===== config.mk =====
export PLATFORM = sky130hd
export DESIGN_NAME = alu_control_md
export DESIGN_NICKNAME = d
export VERILOG_FILES = /design/src/rtl/alu_control_md.sv
export SDC_FILE = /design/constraint.sdc
export NUM_CORES = 1
export LEC_CHECK = 0
export BUFFER_PORTS_ARGS = -buffer_cell sky130_fd_sc_hd__buf_2
export CORE_ASPECT_RATIO = 1.25
export CORE_MARGIN = 8
export CORE_UTILIZATION = 50
export DETAILED_ROUTE_END_ITERATION = 10
export PLACE_DENSITY = 0.73
export SLEW_MARGIN = 10
export SYNTH_ARGS = -nofsm -noshare
export SYNTH_HDL_FRONTEND = slang
export SYNTH_SLANG_ARGS = --single-unit

===== constraint.sdc =====
create_clock -name clk -period 3.3 [get_ports clk]
set_input_delay 0.33 -clock clk [delete_from_list [all_inputs] [get_ports clk]]
set_output_delay 0.33 -clock clk [all_outputs]
set_load 0.005 [all_outputs]

===== src/rtl/alu_control_md.sv =====
// ALU control decode with an iterative multiply/divide engine owning HI/LO.
// Mul/div occupy the engine for WIDTH+1 cycles; HI/LO users stall meanwhile.
module alu_control_md #(
    parameter int WIDTH   = 32,
    parameter int FUNCT_W = 6
) (
    input  logic               clk,
    input  logic               rst_n,
    input  logic [1:0]         ALUOp,
    input  logic [FUNCT_W-1:0] Funct,
    input  logic               start,
    input  logic [WIDTH-1:0]   a,
    input  logic [WIDTH-1:0]   b,
    output logic [3:0]         ALUInput,
    output logic [1:0]         hilo_sel,
    output logic [WIDTH-1:0]   hi,
    output logic [WIDTH-1:0]   lo,
    output logic               busy,
    output logic               done,
    output logic               stall
);
    localparam int CW = $clog2(WIDTH + 1);
    localparam logic [FUNCT_W-1:0] F_MFHI  = FUNCT_W'(6'b010000);
    localparam logic [FUNCT_W-1:0] F_MTHI  = FUNCT_W'(6'b010001);
    localparam logic [FUNCT_W-1:0] F_MFLO  = FUNCT_W'(6'b010010);
    localparam logic [FUNCT_W-1:0] F_MTLO  = FUNCT_W'(6'b010011);
    localparam logic [FUNCT_W-1:0] F_MULT  = FUNCT_W'(6'b011000);
    localparam logic [FUNCT_W-1:0] F_MULTU = FUNCT_W'(6'b011001);
    localparam logic [FUNCT_W-1:0] F_DIV   = FUNCT_W'(6'b011010);
    localparam logic [FUNCT_W-1:0] F_DIVU  = FUNCT_W'(6'b011011);

    typedef enum logic [1:0] {S_IDLE, S_ITER, S_FIN} state_t;

    state_t           state_q, state_d;
    logic [CW-1:0]    cnt_q;
    logic [WIDTH-1:0] acc_q, q_q, m_q, a_q, hi_q, lo_q;
    logic             is_div_q, neg_q_q, neg_r_q, dz_q, done_q;

    logic             rtype, is_md, is_hilo, accept;
    logic             sgn, sa, sb;
    logic [WIDTH-1:0] ma, mb, addend, acc_step, q_step;
    logic [WIDTH:0]   madd, dshift, dsub;
    logic [2*WIDTH-1:0] prod;
    logic [WIDTH-1:0] quo, rem;

    assign rtype   = (ALUOp == 2'b10);
    assign is_md   = rtype && (Funct == F_MULT || Funct == F_MULTU ||
                               Funct == F_DIV  || Funct == F_DIVU);
    assign is_hilo = rtype && (Funct == F_MFHI || Funct == F_MTHI ||
                               Funct == F_MFLO || Funct == F_MTLO);
    assign accept  = start && is_md && (state_q == S_IDLE);

    always_comb begin
        ALUInput = 4'b1111;
        case (ALUOp)
            2'b00: ALUInput = 4'b0010;
            2'b01: ALUInput = 4'b0110;
            2'b11: ALUInput = 4'b0010;
            default: begin
                case (Funct)
                    FUNCT_W'(6'b100000), FUNCT_W'(6'b100001): ALUInput = 4'b0010;
                    FUNCT_W'(6'b100010), FUNCT_W'(6'b100011): ALUInput = 4'b0110;
                    FUNCT_W'(6'b100100): ALUInput = 4'b0000;
                    FUNCT_W'(6'b100101): ALUInput = 4'b0001;
                    FUNCT_W'(6'b100110): ALUInput = 4'b0100;
                    FUNCT_W'(6'b100111): ALUInput = 4'b0011;
                    FUNCT_W'(6'b101010): ALUInput = 4'b0111;
                    F_MFHI, F_MTHI, F_MFLO, F_MTLO,
                    F_MULT, F_MULTU, F_DIV, F_DIVU: ALUInput = 4'b0010;
                    default: ALUInput = 4'b1111;
                endcase
            end
        endcase
    end

    always_comb begin
        hilo_sel = 2'b00;
        if (rtype && Funct == F_MFHI) hilo_sel = 2'b01;
        if (rtype && Funct == F_MFLO) hilo_sel = 2'b10;
    end

    always_ff @(posedge clk) begin
        if (!rst_n) state_q <= S_IDLE;
        else        state_q <= state_d;
    end

    always_comb begin
        state_d = state_q;
        case (state_q)
            S_IDLE: if (accept) state_d = S_ITER;
            S_ITER: if (cnt_q == CW'(WIDTH - 1)) state_d = S_FIN;
            S_FIN:  state_d = S_IDLE;
            default: state_d = S_IDLE;
        endcase
    end

    always_comb begin
        busy  = (state_q != S_IDLE);
        done  = done_q;
        stall = busy && start && (is_md || is_hilo);
        hi    = hi_q;
        lo    = lo_q;
    end

    // Operand magnitudes; unsigned ops never see a sign
    always_comb begin
        sgn = ~Funct[0];
        sa  = sgn & a[WIDTH-1];
        sb  = sgn & b[WIDTH-1];
        ma  = sa ? -a : a;
        mb  = sb ? -b : b;
    end

    always_comb begin
        addend = q_q[0] ? m_q : {WIDTH{1'b0}};
        madd   = {1'b0, acc_q} + {1'b0, addend};
        dshift = {acc_q, q_q[WIDTH-1]};
        dsub   = dshift - {1'b0, m_q};
        if (is_div_q) begin
            if (dshift >= {1'b0, m_q}) begin
                acc_step = dsub[WIDTH-1:0];
                q_step   = {q_q[WIDTH-2:0], 1'b1};
            end else begin
                acc_step = dshift[WIDTH-1:0];
                q_step   = {q_q[WIDTH-2:0], 1'b0};
            end
        end else begin
            acc_step = madd[WIDTH:1];
            q_step   = {madd[0], q_q[WIDTH-1:1]};
        end
        prod = neg_q_q ? -{acc_q, q_q} : {acc_q, q_q};
        quo  = neg_q_q ? -q_q : q_q;
        rem  = neg_r_q ? -acc_q : acc_q;
    end

    always_ff @(posedge clk) begin
        if (!rst_n) begin
            cnt_q    <= '0;
            acc_q    <= '0;
            q_q      <= '0;
            m_q      <= '0;
            a_q      <= '0;
            is_div_q <= 1'b0;
            neg_q_q  <= 1'b0;
            neg_r_q  <= 1'b0;
            dz_q     <= 1'b0;
            done_q   <= 1'b0;
            hi_q     <= '0;
            lo_q     <= '0;
        end else begin
            done_q <= (state_q == S_FIN);
            case (state_q)
                S_IDLE: begin
                    if (accept) begin
                        cnt_q    <= '0;
                        acc_q    <= '0;
                        is_div_q <= Funct[1];
                        m_q      <= Funct[1] ? mb : ma;
                        q_q      <= Funct[1] ? ma : mb;
                        a_q      <= a;
                        neg_q_q  <= sa ^ sb;
                        neg_r_q  <= sa;
                        dz_q     <= (b == '0);
                    end else if (start && rtype && Funct == F_MTHI) begin
                        hi_q <= a;
                    end else if (start && rtype && Funct == F_MTLO) begin
                        lo_q <= a;
                    end
                end
                S_ITER: begin
                    acc_q <= acc_step;
                    q_q   <= q_step;
                    cnt_q <= cnt_q + 1'b1;
                end
                S_FIN: begin
                    if (!is_div_q) begin
                        hi_q <= prod[2*WIDTH-1:WIDTH];
                        lo_q <= prod[WIDTH-1:0];
                    end else if (dz_q) begin
                        hi_q <= a_q;
                        lo_q <= '1;
                    end else begin
                        hi_q <= rem;
                        lo_q <= quo;
                    end
                end
                default: ;
            endcase
        end
    end
endmodule


After elaboration in Yosys (flattened, before gate mapping)
Memory sizes are Yosys's and may differ from the RTL's. Cells that the tools add are included.

$add $sub $neg: 8. Multipliers: 0. Divide/modulo/power cells: 0. Order comparisons: 1. Equal/unequal tests: 20. Shift-type cells: 0. Multiplexer cells: 35. Bitwise gates (word level): 4. Reduce and logical (&&, ||, !) cells: 30.

Operator list (number): $mux W32 (21); $pmux W32 S2 (4); $neg A32 Y32 (4); $mux W64 (1); $neg A64 Y64 (1); $eq A6 B5 Y1 const B (9); $add A32 B32 Y33 (1); $ge A33 B32 Y1 (1); $logic_not A32 Y1 (1); $sub A32 B32 Y32 (1); $pmux W6 S2 (1); $logic_and A1 B1 Y1 (11); $ne A2 B2 Y1 const B (4); $pmux W4 S2 (1); $logic_or A1 B1 Y1 (7); $add A6 B1 Y6 const B (1); $eq A2 B2 Y1 const B (3); $mux W2 (3); $mux W6 (1); $reduce_and A2 Y1 (3); $reduce_bool A2 Y1 (3); $eq A2 B1 Y1 const B (2); $logic_not A2 Y1 (2); $ne A2 B1 Y1 const B (2); other kinds (8) (10).

Flip-flop bits (word level): 205. Latch bits: 0. RAM bits: 0. ROM bits: 256. Input port bits: 75. Output and inout bits: 73. Word-level logic and storage cells: 112. Memories kept: 1.

Memories: (no name shown) (depth 64, width 4, rd ports 1, clocked after Yosys merged registers in 0, wr ports 0, RTL line 60) `case (Funct)`.

Logic depth before layout (Yosys ltp)
Depth in word-level cells: 9. Mapped depth: 16. Depth with buffers taken out: 14.

Worst setup path after synthesis
No wires, ideal clock.

Path kind: reg-to-reg. Start: register q_q[0]. End: register acc_q[16]. Library setup time: 117 ps. Data arrival time: 3286 ps. Required time: 3183 ps. Path slack: -103 ps. Cell stages (with the launch flop): 16. Buffers on the path: 2. Clock period less this slack: 3403 ps. Cells stage by stage: dfxtp_1 -> clkbuf_1 -> inv_1 -> clkbuf_1 -> nor2_1 -> ha_1 -> a2111oi_0 -> o21ai_0 -> and3_1 -> o211a_1 -> o311ai_0 -> a211oi_1 -> nor2b_1 -> xor2_1 -> mux2i_1 -> a22o_1.

Cells in the longest elaborated chain, start to end: 4.

RTL lines: start: declaration (RTL line 36) `logic [WIDTH-1:0] acc_q, q_q, m_q, a_q, hi_q, lo_q;`; start signal: assignment (RTL line 159) `q_q <= Funct[1] ? ma : mb;`; start signal: assignment (RTL line 172) `q_q <= q_step;`; $mux W32 (RTL line 115) `addend = q_q[0] ? m_q : {WIDTH{1'b0}};`; $add A32 B32 Y33 (RTL line 116) `madd = {1'b0, acc_q} + {1'b0, addend};`; $mux W32 (RTL line 119) `if (is_div_q) begin`; $pmux W32 S2 (RTL line 152) `case (state_q)`; end signal: assignment (RTL line 171) `acc_q <= acc_step;`; end: declaration (RTL line 36).

No other way between the ends. A chain may end at the register's enable or synchronous reset.

Final worst setup path
Start: register q_q[31]. End: register acc_q[14].

Cells in the longest elaborated chain, start to end: 4. Elaborated cells on any way between the ends: 5. Those cells by class: add/sub: 1; order compare: 1; mux: 3.

RTL lines: $sub A32 B32 Y32 or $ge A33 B32 Y1 (tied branches) (RTL line 118, 120); $mux W32 * (RTL line 120) `if (dshift >= {1'b0, m_q}) begin`; $mux W32 * (RTL line 119); $pmux W32 S2 * (RTL line 152).

Mark *: on every way between the ends. The rest lies on a longest branch, timed or not.

==> impl_metrics.json <==
{
  "yosysMostFrequentCell": "nand2_1",
  "dominantRegCellSynth": "dfxtp_1",
  "antenna_found_initial": 2,
  "clockBufferDepth": 3,
  "die_x_um": 181,
  "post_synth_inst_count": 2343,
  "finalNonFillerCells": 2971,
  "worstPathMaxFanout": 6,
  "ir_drop_mv": 0.433,
  "hpwl_um": 53000,
  "track_usage_pct": 33.8,
  "start_util_pct": 50.7,
  "vias_per_cell": 6.39,
  "drtPass1Iterations": 6,
  "port_buffers": 147,
  "ff2ff_setup_slack_ns": 0.04,
  "maxSlewHeadroom_pct": 30.6,
  "crit_slowest_cell": "or4_4",
  "clock_sinks": 205,
  "synthTopCellsByCount": "nand2_1 (327), dfxtp_1 (205), nor2_1 (179)",
  "reg2reg_depth": 13,
  "syn_area_um2": 17000,
  "holdCritStartpoint": "a[25]",
  "regToRegStartpoint": "q_q[31]",
  "max_freq_ghz": 0.307,
  "rows": 75,
  "synth-edff-count": 0,
  "drt_iter0_markers": 1854,
  "status": "completed",
  "dieHeight_um": 222,
  "seq_area_frac_synth_pct": 24.2,
  "cp.arrival_ns": 3.66,
  "synth_top_area_share_pct": 24.2,
  "area_growth_pct": 19.0,
  "worst-path-buf-inv": 2,
  "drc_errors": 0,
  "num_vias": 19000,
  "crit_path_end_kind": "flop",
  "path_class": "flop to flop",
  "finalClockSkew_ns": 0.0132,
  "rsz0062_at_grt": "true",
  "grt_max_degree": 115,
  "ys_top_cells_by_area": "dfxtp_1 (24%), nand2_1 (7.2%), xnor2_1 (6.3%)",
  "post-place-ws_ns": -0.341,
  "cts.root.buffer_cell": "clkbuf_16",
  "async_reset_ff_share_pct": 0,
  "ant_nets": 0,
  "synth-seq-cells": 205,
  "startpoint_type": "flop",
  "holdPathEnd": "a_q[25]",
  "syn_avg_cell_area_um2": 7.25,
  "yosys_warnings": 0,
  "overflow": 0,
  "wl_um": 70900,
  "fillCellCount": 3061,
  "slowest_delay_ns": 0.57,
  "grt_pass1_vias": 18500,
  "ios": 148,
  "setup_viol": 0,
  "synth_cell_type_count": 77,
  "detail_route.wl_per_cell_um": 23.9,
  "hold_depth": 3,
  "clk_pin_slew_ns": 0.06,
  "fin_nets": 2675,
  "worst-slew-pin-transition_ns": 1.03,
  "gp_congestion": 1.04,
  "layout_setup_ws_ns": 0.0436,
  "maxCapViolCount": 0,
  "cts_buffers": 25,
  "syn_nets": 2489,
  "power.total_mw": 6.23,
  "ctsHoldBuffers": 0,
  "leakage_nw": 8.44,
  "hold_viol": 0,
  "worst_hold_path_type": "input pin to flop",
  "tns_ns": 0,
  "path_cells": "inv_1 -> ha_1 -> nand4b_1 -> or4_4 -> nor4b_4 -> a211o_1 -> a211o_1 -> o22a_1 -> o31a_2 -> buf_12 -> mux2_2 -> a21oi_1 -> o21ai_0",
  "finalCritPeriodShare_pct": 98.7,
  "worst_hold_slack_ns": 0.116,
  "grt_pass1_wl_um": 107000,
  "die-area_um2": 40200,
  "yosys.area.top_type": "dfxtp_1",
  "htreeDepth": 1,
  "worstReg2RegEnd": "acc_q[14]",
  "powerDensity_nw_per_um2": 308,
  "final.min_clock_period_ns": 3.26,
  "crit_required_ns": 3.70,
  "slew_violations": 0,
  "critical_path.most_common_cell": "a211o_1",
  "dpl.cell_count": 2920,
  "coreArea_um2": 33500,
  "cts_tree": "yes",
  "insertion_delay_ns": 0.54,
  "drive_gt1_share_pct": 18.8,
  "crit_family": "simple AND/OR/NAND/NOR gates"
}
worst max path at each step:
| stage | slack [ns] | from | end | depth (start not counted) |
|---|---|---|---|---|
| 6_report | 0.04 | q_q[31] | acc_q[14] | 13 |
| 5_1_grt | -0.11 | q_q[0] | acc_q[30] | 14 |
| 4_1_cts | 0.002 | m_q[1] | acc_q[14] | 14 |
| 3_5_place_dp | -0.34 | m_q[1] | acc_q[31] | 13 |
| 3_3_place_gp | -0.32 | m_q[1] | acc_q[31] | 13 |
| 2_1_floorplan | 0.03 | q_q[0] | acc_q[24] | 15 |
metal layers:
metal | part of all wire, % | wire (µm) | GRT usage, %
met5 | 0 | 0 | 0
met4 | 8.2 | 5850 | 24.7
met2 | 47 | 33400 | 56.8
met1 | 36 | 25800 | 38.1
met3 | 8.2 | 5820 | 5.89
metrics by stage:
step | util [%] | cell area (µm²)
after floorplan | - | 17000
after global placement | 57.0 | 19100
after detailed placement | 57.0 | 19100
after CTS | 59.6 | 20000
after global routing | 60.4 | 20200
final | 60.4 | 20200
logic make-up (layout without fill, tap and decap cells):
logic type	after synthesis	in the layout	share of synthesized area [%]
AOI/OAI and AO/OA	727	727	27.8
xor gates and xnor gates	192	192	9.90
adders and majority gates	71	71	5.32
buffers and inverters	259	463	5.79
DFF	205	205	24.2
muxes	80	80	4.81
other	0	1	0
and+or+nand+nor	809	809	22.2
repair_timing:
item / 4_1_cts / 5_1_grt
endpoints found under the setup margin: 33 / 38
hold endpoints to repair: 0 / 0
pin swaps: 1 / 17
resized for setup: 7 / 52
buffers inserted: 0 / 6
sequential cells by signal, indices dropped and copies added (netlist names):
| name | count |
|---|---|
| a_q | 32 |
| acc_q | 32 |
| cnt_q | 6 |
| done | 1 |
| dz_q | 1 |
| hi | 32 |
| is_div_q | 1 |
| lo | 32 |
| m_q | 32 |
| neg_q_q | 1 |
| neg_r_q | 1 |
| q_q | 32 |
| state_q | 2 |
power by group:
group          switching (mW)  internal [mW]
Clock                    1.19           1.66
Combinational           0.579          0.311
Sequential             0.0102           2.48
Total                    1.78           4.45
area by class of cell:
type                    instances  area (µm²)  share of cell area [%]
well taps                     423         529                    2.62
flip-flops and latches        205        4120                    20.4
diodes                          1        2.50                  0.0124
clock buffers                  33         706                    3.49
repair buffers                345        2290                    11.3
inverters                      73         274                    1.35
multi-input cells            1879       12200                    60.3
clock inverters                12         120                   0.594
layout by cell type, fill, tap and decap left out, types with 18 or more instances in the layout:
master,instances
nand2_1,326
a21o_1,28
nor2b_1,26
or4_1,18
nand3_1,75
buf_2,146
a21boi_0,81
nor3_1,23
and3_1,21
xor2_1,69
ha_1,60
a31oi_1,23
buf_4,193
nand4_1,29
clkbuf_16,25
o31ai_1,23
nor2_1,176
o221ai_1,43
o211ai_1,53
o21ai_0,166
xnor2_1,123
inv_1,68
dfxtp_1,197
a211oi_1,26
a21oi_1,158
mux2i_1,67
tightest hold or removal path, cell delays in order:
cell	delay (ns)
buf_2	0.15
nand2_1	0.06
a21boi_0	0.06
Power figures use the tool's default switching activity.
